`src/rtl/spr_dma_master.sv`:
```
// spr_dma_master: sprite OAM DMA bus initiator; optional parity alignment cycle under SPR_DMA_ALIGN_EN
module spr_dma_master #(
  parameter logic [15:0] TRIG_ADDR = 16'h4014,
  parameter logic [15:0] DEST_ADDR = 16'h2004,
  parameter int          LEN       = 256
) (
  input  logic        clk,
  input  logic        b_rst,
  input  logic        snoop_wen,
  input  logic [15:0] snoop_addr,
  input  logic [7:0]  snoop_data,
  output logic        halt_req,
  input  logic        halt_ack,
  output logic        bus_own,
  output logic        dma_ren,
  output logic        dma_wen,
  output logic [15:0] dma_addr,
  output logic [7:0]  dma_data_out,
  input  logic [7:0]  dma_data_in,
  output logic        busy,
  output logic        done
);
  typedef enum logic [2:0] {IDLE, REQ, DUMMY, ALIGN, READ, WRITE, DONE} state_t;
`ifdef SPR_DMA_ALIGN_EN
  localparam bit ALIGN_EN = 1'b1;
`else
  localparam bit ALIGN_EN = 1'b0;
`endif
  state_t state, nxt;
  logic [7:0] page, idx;
  logic cyc_par, trig, last;
  assign trig = snoop_wen && snoop_addr == TRIG_ADDR;
  assign last = idx == 8'(LEN - 1);
  always_comb begin
    nxt = IDLE;
    case (state)
      IDLE:    nxt = trig ? REQ : IDLE;
      REQ:     nxt = halt_ack ? DUMMY : REQ;
      DUMMY:   nxt = ALIGN_EN && cyc_par ? ALIGN : READ;
      ALIGN:   nxt = READ;
      READ:    nxt = WRITE;
      WRITE:   nxt = last ? DONE : READ;
      default: nxt = IDLE;
    endcase
  end
  // outputs are registered from the next state so they line up with the state they describe
  always_ff @(posedge clk or negedge b_rst) begin
    if (!b_rst) begin
      state <= IDLE;
      page <= '0;
      idx <= '0;
      cyc_par <= 1'b0;
      halt_req <= 1'b0;
      bus_own <= 1'b0;
      dma_ren <= 1'b0;
      dma_wen <= 1'b0;
      dma_addr <= '0;
      dma_data_out <= '0;
      busy <= 1'b0;
      done <= 1'b0;
    end else begin
      state <= nxt;
      cyc_par <= ~cyc_par;
      if (state == IDLE && trig) begin
        page <= snoop_data;
        idx <= '0;
      end
      if (state == WRITE && !last) idx <= idx + 8'd1;
      halt_req <= nxt inside {REQ, DUMMY, ALIGN, READ, WRITE};
      bus_own <= nxt inside {DUMMY, ALIGN, READ, WRITE};
      busy <= nxt != IDLE;
      done <= nxt == DONE;
      dma_ren <= nxt == READ;
      dma_wen <= nxt == WRITE;
      dma_addr <= nxt == READ ? {page, state == WRITE ? idx + 8'd1 : idx} :
                  nxt == WRITE ? DEST_ADDR : 16'h0000;
      dma_data_out <= state == READ ? dma_data_in : 8'h00;
    end
  end
  a_ack_held: assert property (@(posedge clk) disable iff (!b_rst) bus_own |-> halt_ack)
    else $error("halt_ack dropped while DMA owns the bus");
endmodule

```
`config.mk`:
```
export PLATFORM = sky130hd
export DESIGN_NAME = spr_dma_master
export DESIGN_NICKNAME = d
export VERILOG_FILES = /design/src/rtl/spr_dma_master.sv
export SDC_FILE = /design/constraint.sdc
export NUM_CORES = 1
export LEC_CHECK = 0
export BUFFER_PORTS_ARGS = -buffer_cell sky130_fd_sc_hd__clkbuf_2
export CAP_MARGIN = 20
export CORE_MARGIN = 2
export CORE_UTILIZATION = 45
export CTS_CLUSTER_DIAMETER = 80
export DETAILED_ROUTE_END_ITERATION = 12
export PLACE_DENSITY = 0.74
export SLEW_MARGIN = 5
export SYNTH_ARGS = -nofsm -noshare
export SYNTH_HDL_FRONTEND = slang
export SYNTH_SLANG_ARGS = --single-unit
```
`constraint.sdc`:
```
create_clock -name clk -period 1.8 [get_ports clk]
set_input_delay 0.18 -clock clk [delete_from_list [all_inputs] [get_ports clk]]
set_output_delay 0.18 -clock clk [all_outputs]
set_load 0.005 [all_outputs]
```
==> summary.md <==
| Metric | Value |
|---|---|
| Status | `finished, final reports clean` |
| Total of max-cap violations | `0` |
| CP max FO | `23` |
| Setup TNS | `0 ns` |
| DRT iter0 DRCs | `112` |
| Top post-synthesis cells by area | `dfrtp_1 (57%), nor3_1 (3.0%), and3_1 (2.9%)` |
| Clock transition at the registers of the reported paths | `0.09 ns` |
| Sw frac | `37.4%` |
| DR vias/cell | `5.43` |
| M3 GR Usage | `3.18%` |
| Fin crit period | `1.72 ns` |
| Clock Skews | `0.0112 ns` |
| Vias in the first global route | `1778` |
| Synth Warn # | `0` |
| Most used cell, CP | `nor3_4` |
| Number of I/O port buffers | `65` |
| Setup-failing EPs final | `0` |
| Largest area contributor in the netlist | `dfrtp_1` |
| GRT Max-Usage Layer | `met2` |
| Htree depth | `2` |
| Dpl cells | `314` |
| Syn Nets | `226` |
| Post-route ant nets | `0` |
| Detail Placement HPWL | `3280 um` |
| Clock power share | `17.6%` |
| RSZ-0062 raised after global routing | `false` |
| Nets | `309` |
| Worst setup margin | `0.0834 ns` |
| Worst setup path class | `reg -> reg` |
| GPL Wtd Cong | `0.872` |
| Crit path buffers/inverters | `1` |
| IO Count | `66` |
| Grt ovf | `0` |
| Yosys reg bits | `49` |
| Layout cells sized above 1 | `39.2%` |
| Met1 usage | `21.3%` |
| Final hold vios | `0` |
| Largest net degree at the start of global routing | `50` |
| Synth Flop Type | `dfrtp_1` |
| Antenna violations before repair | `0` |
| Post-synth top area share | `57.5%` |
| CP max stage cell | `dfrtp_1` |
| CP startpoint kind | `flip-flop` |
| Flop pwr share | `35.2%` |
| Total wire length | `4500 um` |
| Non-Filler Instances | `327` |
| Total clock sinks | `49` |
| Cell Pwr Density | `1590 nW/um^2` |
| Synth-to-Final Area Change | `30.3%` |
| Leak Pwr | `0.00146 uW` |
| Die ar. | `5310 um^2` |
| Starting Density | `45.8%` |
| Worst-Skew Late Latency | `0.31 ns` |
| DR WL/cell | `13.8 um` |
| Post-Synthesis Cells | `189` |
| Core Region | `4660 um^2` |
| Die X | `72.9 um` |
| Yosys cell types | `48` |
| Final period util | `95.4%` |
| HP Class | `in -> reg` |
| Reg-to-reg setup timing slack | `0.08 ns` |
| Pre-CTS setup slack | `0.0229 ns` |
| Die Ht | `72.9 um` |
| CTS Buffer Depth | `2` |
| Synthesized area | `2130 um^2` |
| Worst EP required | `1.99 ns` |
| Std cell rows | `25` |
| Crit path largest cell delay | `0.42 ns` |
| Clock Tree Root | `clkbuf_8` |
| Final slew viol count | `0` |
| Cell Int Power | `2770 uW` |
| Combinational share of power | `47.2%` |
| Total inserted antenna cells | `0` |
| First-pass GRT wire length | `7490 um` |
| Least-Margin Pin Slew | `0.590 ns` |
| TritonCTS clock tree | `done` |
| Top Family by Delay on Critical Path | `simple AND/OR/NAND/NOR gates` |
| TritonCTS Buffers | `5` |
| Fillers | `407` |
| GRT met2 Usage | `32.9%` |
| Net switching power | `1650 uW` |
| CP endpoint kind | `flip-flop` |
| Total GRT Usage | `18.1%` |
| DR vias | `1774` |
| Fmax | `583 MHz` |
| Remaining DRCs | `0` |
| EDFF count, synth | `0` |
| Cells along the critical path | `nor3_4 > nand4b_4 > nor3_4 > buf_12 > mux2_2` |
| Slew HR | `60.7%` |
| Worst VDD drop | `0.672 mV` |
| Async set-or-reset flop fraction in the synthesized netlist | `100%` |
| Sequential area share after synthesis | `57.5%` |
| Synth Area per Inst | `11.3 um^2` |
| Worst Path Arrival | `1.91 ns` |
| 1st-pass router iterations | `4` |
[metal layers]
metal | wire (um) | share of wire (%) | up-vias
li1 | - | - | 851
met1 | 1800 | 40 | 846
met4 | 80 | 1.8 | 0
met5 | 0 | 0 | -
met2 | 2360 | 52 | 69
met3 | 261 | 5.8 | 8
[what timing repair did]
item / 4_1_cts / 5_1_grt
setup buffers: 0 / 4
resized for setup: 0 / 3
hold endpoints to repair: 49 / 0
setup endpoints to repair: 0 / 23
hold buffers: 1 / 0
[registers in the layout, indices dropped and copies added (netlist names)]
signal	cells
state	3
halt_req	1
done	1
idx	8
page	8
dma_addr	16
busy	1
dma_ren	1
dma_data_out	8
dma_wen	1
bus_own	1
[worst paths after layout]
kind / from / endpoint / depth (start not counted)
max reg2reg: state[2]$_DFF_PN0_ / page[0]$_DFFE_PN0P_ / 5
min in group asynchronous: b_rst / dma_addr[12]$_DFF_PN0_ / 3
max: state[2]$_DFF_PN0_ / page[0]$_DFFE_PN0P_ / 5
min: snoop_data[3] / page[3]$_DFFE_PN0P_ / 2
max in group asynchronous: b_rst / idx[0]$_DFFE_PN0P_ / 3
min reg2reg: page[3]$_DFFE_PN0P_ / page[3]$_DFFE_PN0P_ / 1
[area by class of cell]
cell class                      count  area, um^2  area share [%]
Clock buffer                        5        68.8            2.48
Clock inverter                      3        43.8            1.58
Inverter                            5        18.8           0.675
Multi-Input combinational cell    125         845            30.4
Sequential cell                    49        1230            44.1
Tap cell                           54        67.6            2.43
Timing Repair Buffer               86         510            18.4
[power groups by stage]
stage                     logic, uW  clock network, uW  registers, uW
after detailed placement       1970                  0           1580
after floorplan                1250                  0           1600
after global routing           2340                843           1600
after global placement         1930                  0           1570
after CTS                      1980                801           1560
final                          2090                779           1560
[Yosys cell counts (4+ instances only)]
| cell type | instances |
|---|---|
| nand2_1 | 16 |
| a21oi_1 | 10 |
| mux2_1 | 4 |
| dfrtp_1 | 49 |
| nor4_1 | 4 |
| nor3_1 | 13 |
| and3_1 | 10 |
| nand2b_1 | 5 |
| inv_1 | 5 |
| nor2_1 | 5 |
| o21ai_0 | 11 |
| buf_2 | 4 |
[cell families (layout without fill, tap and decap cells)]
logic type / count (synthesis) / after routing / share of synthesized area, %
simple gates: 74 / 74 / 20.8
flops: 49 / 49 / 57.5
mux: 8 / 8 / 4.16
compound gates: 42 / 42 / 13.4
buf+inv: 15 / 99 / 3.58
fa+ha+maj: 1 / 1 / 0.586
[through the flow]
step / hold WS (ns) / power (uW) / util (%) / cell area, um^2
after floorplan: -0.116 / 2850 / - / 2130
after global placement: 0.308 / 3500 / 55.8 / 2600
after detailed placement: 0.307 / 3550 / 55.8 / 2600
after CTS: 0.0860 / 4330 / 58.4 / 2720
after global routing: 0.0858 / 4780 / 59.7 / 2780
final: 0.0824 / 4430 / 59.7 / 2780
[placed cells by master (no fill, tap or decap), drive strengths merged, types with 2 or more instances in the layout]
master / instances
a21oi: 10
o21ai: 12
buf: 20
nand3: 3
mux2: 7
nor3: 15
nor2b: 3
nand4: 3
inv: 6
and3: 10
a31oi: 2
o22ai: 2
a211oi: 2
nand2b: 5
nor2: 5
nand2: 17
o221ai: 3
dfrtp: 49
or3: 2
nor4: 4
clkbuf: 70
Note: power is estimated with default switching activity, not from simulation.
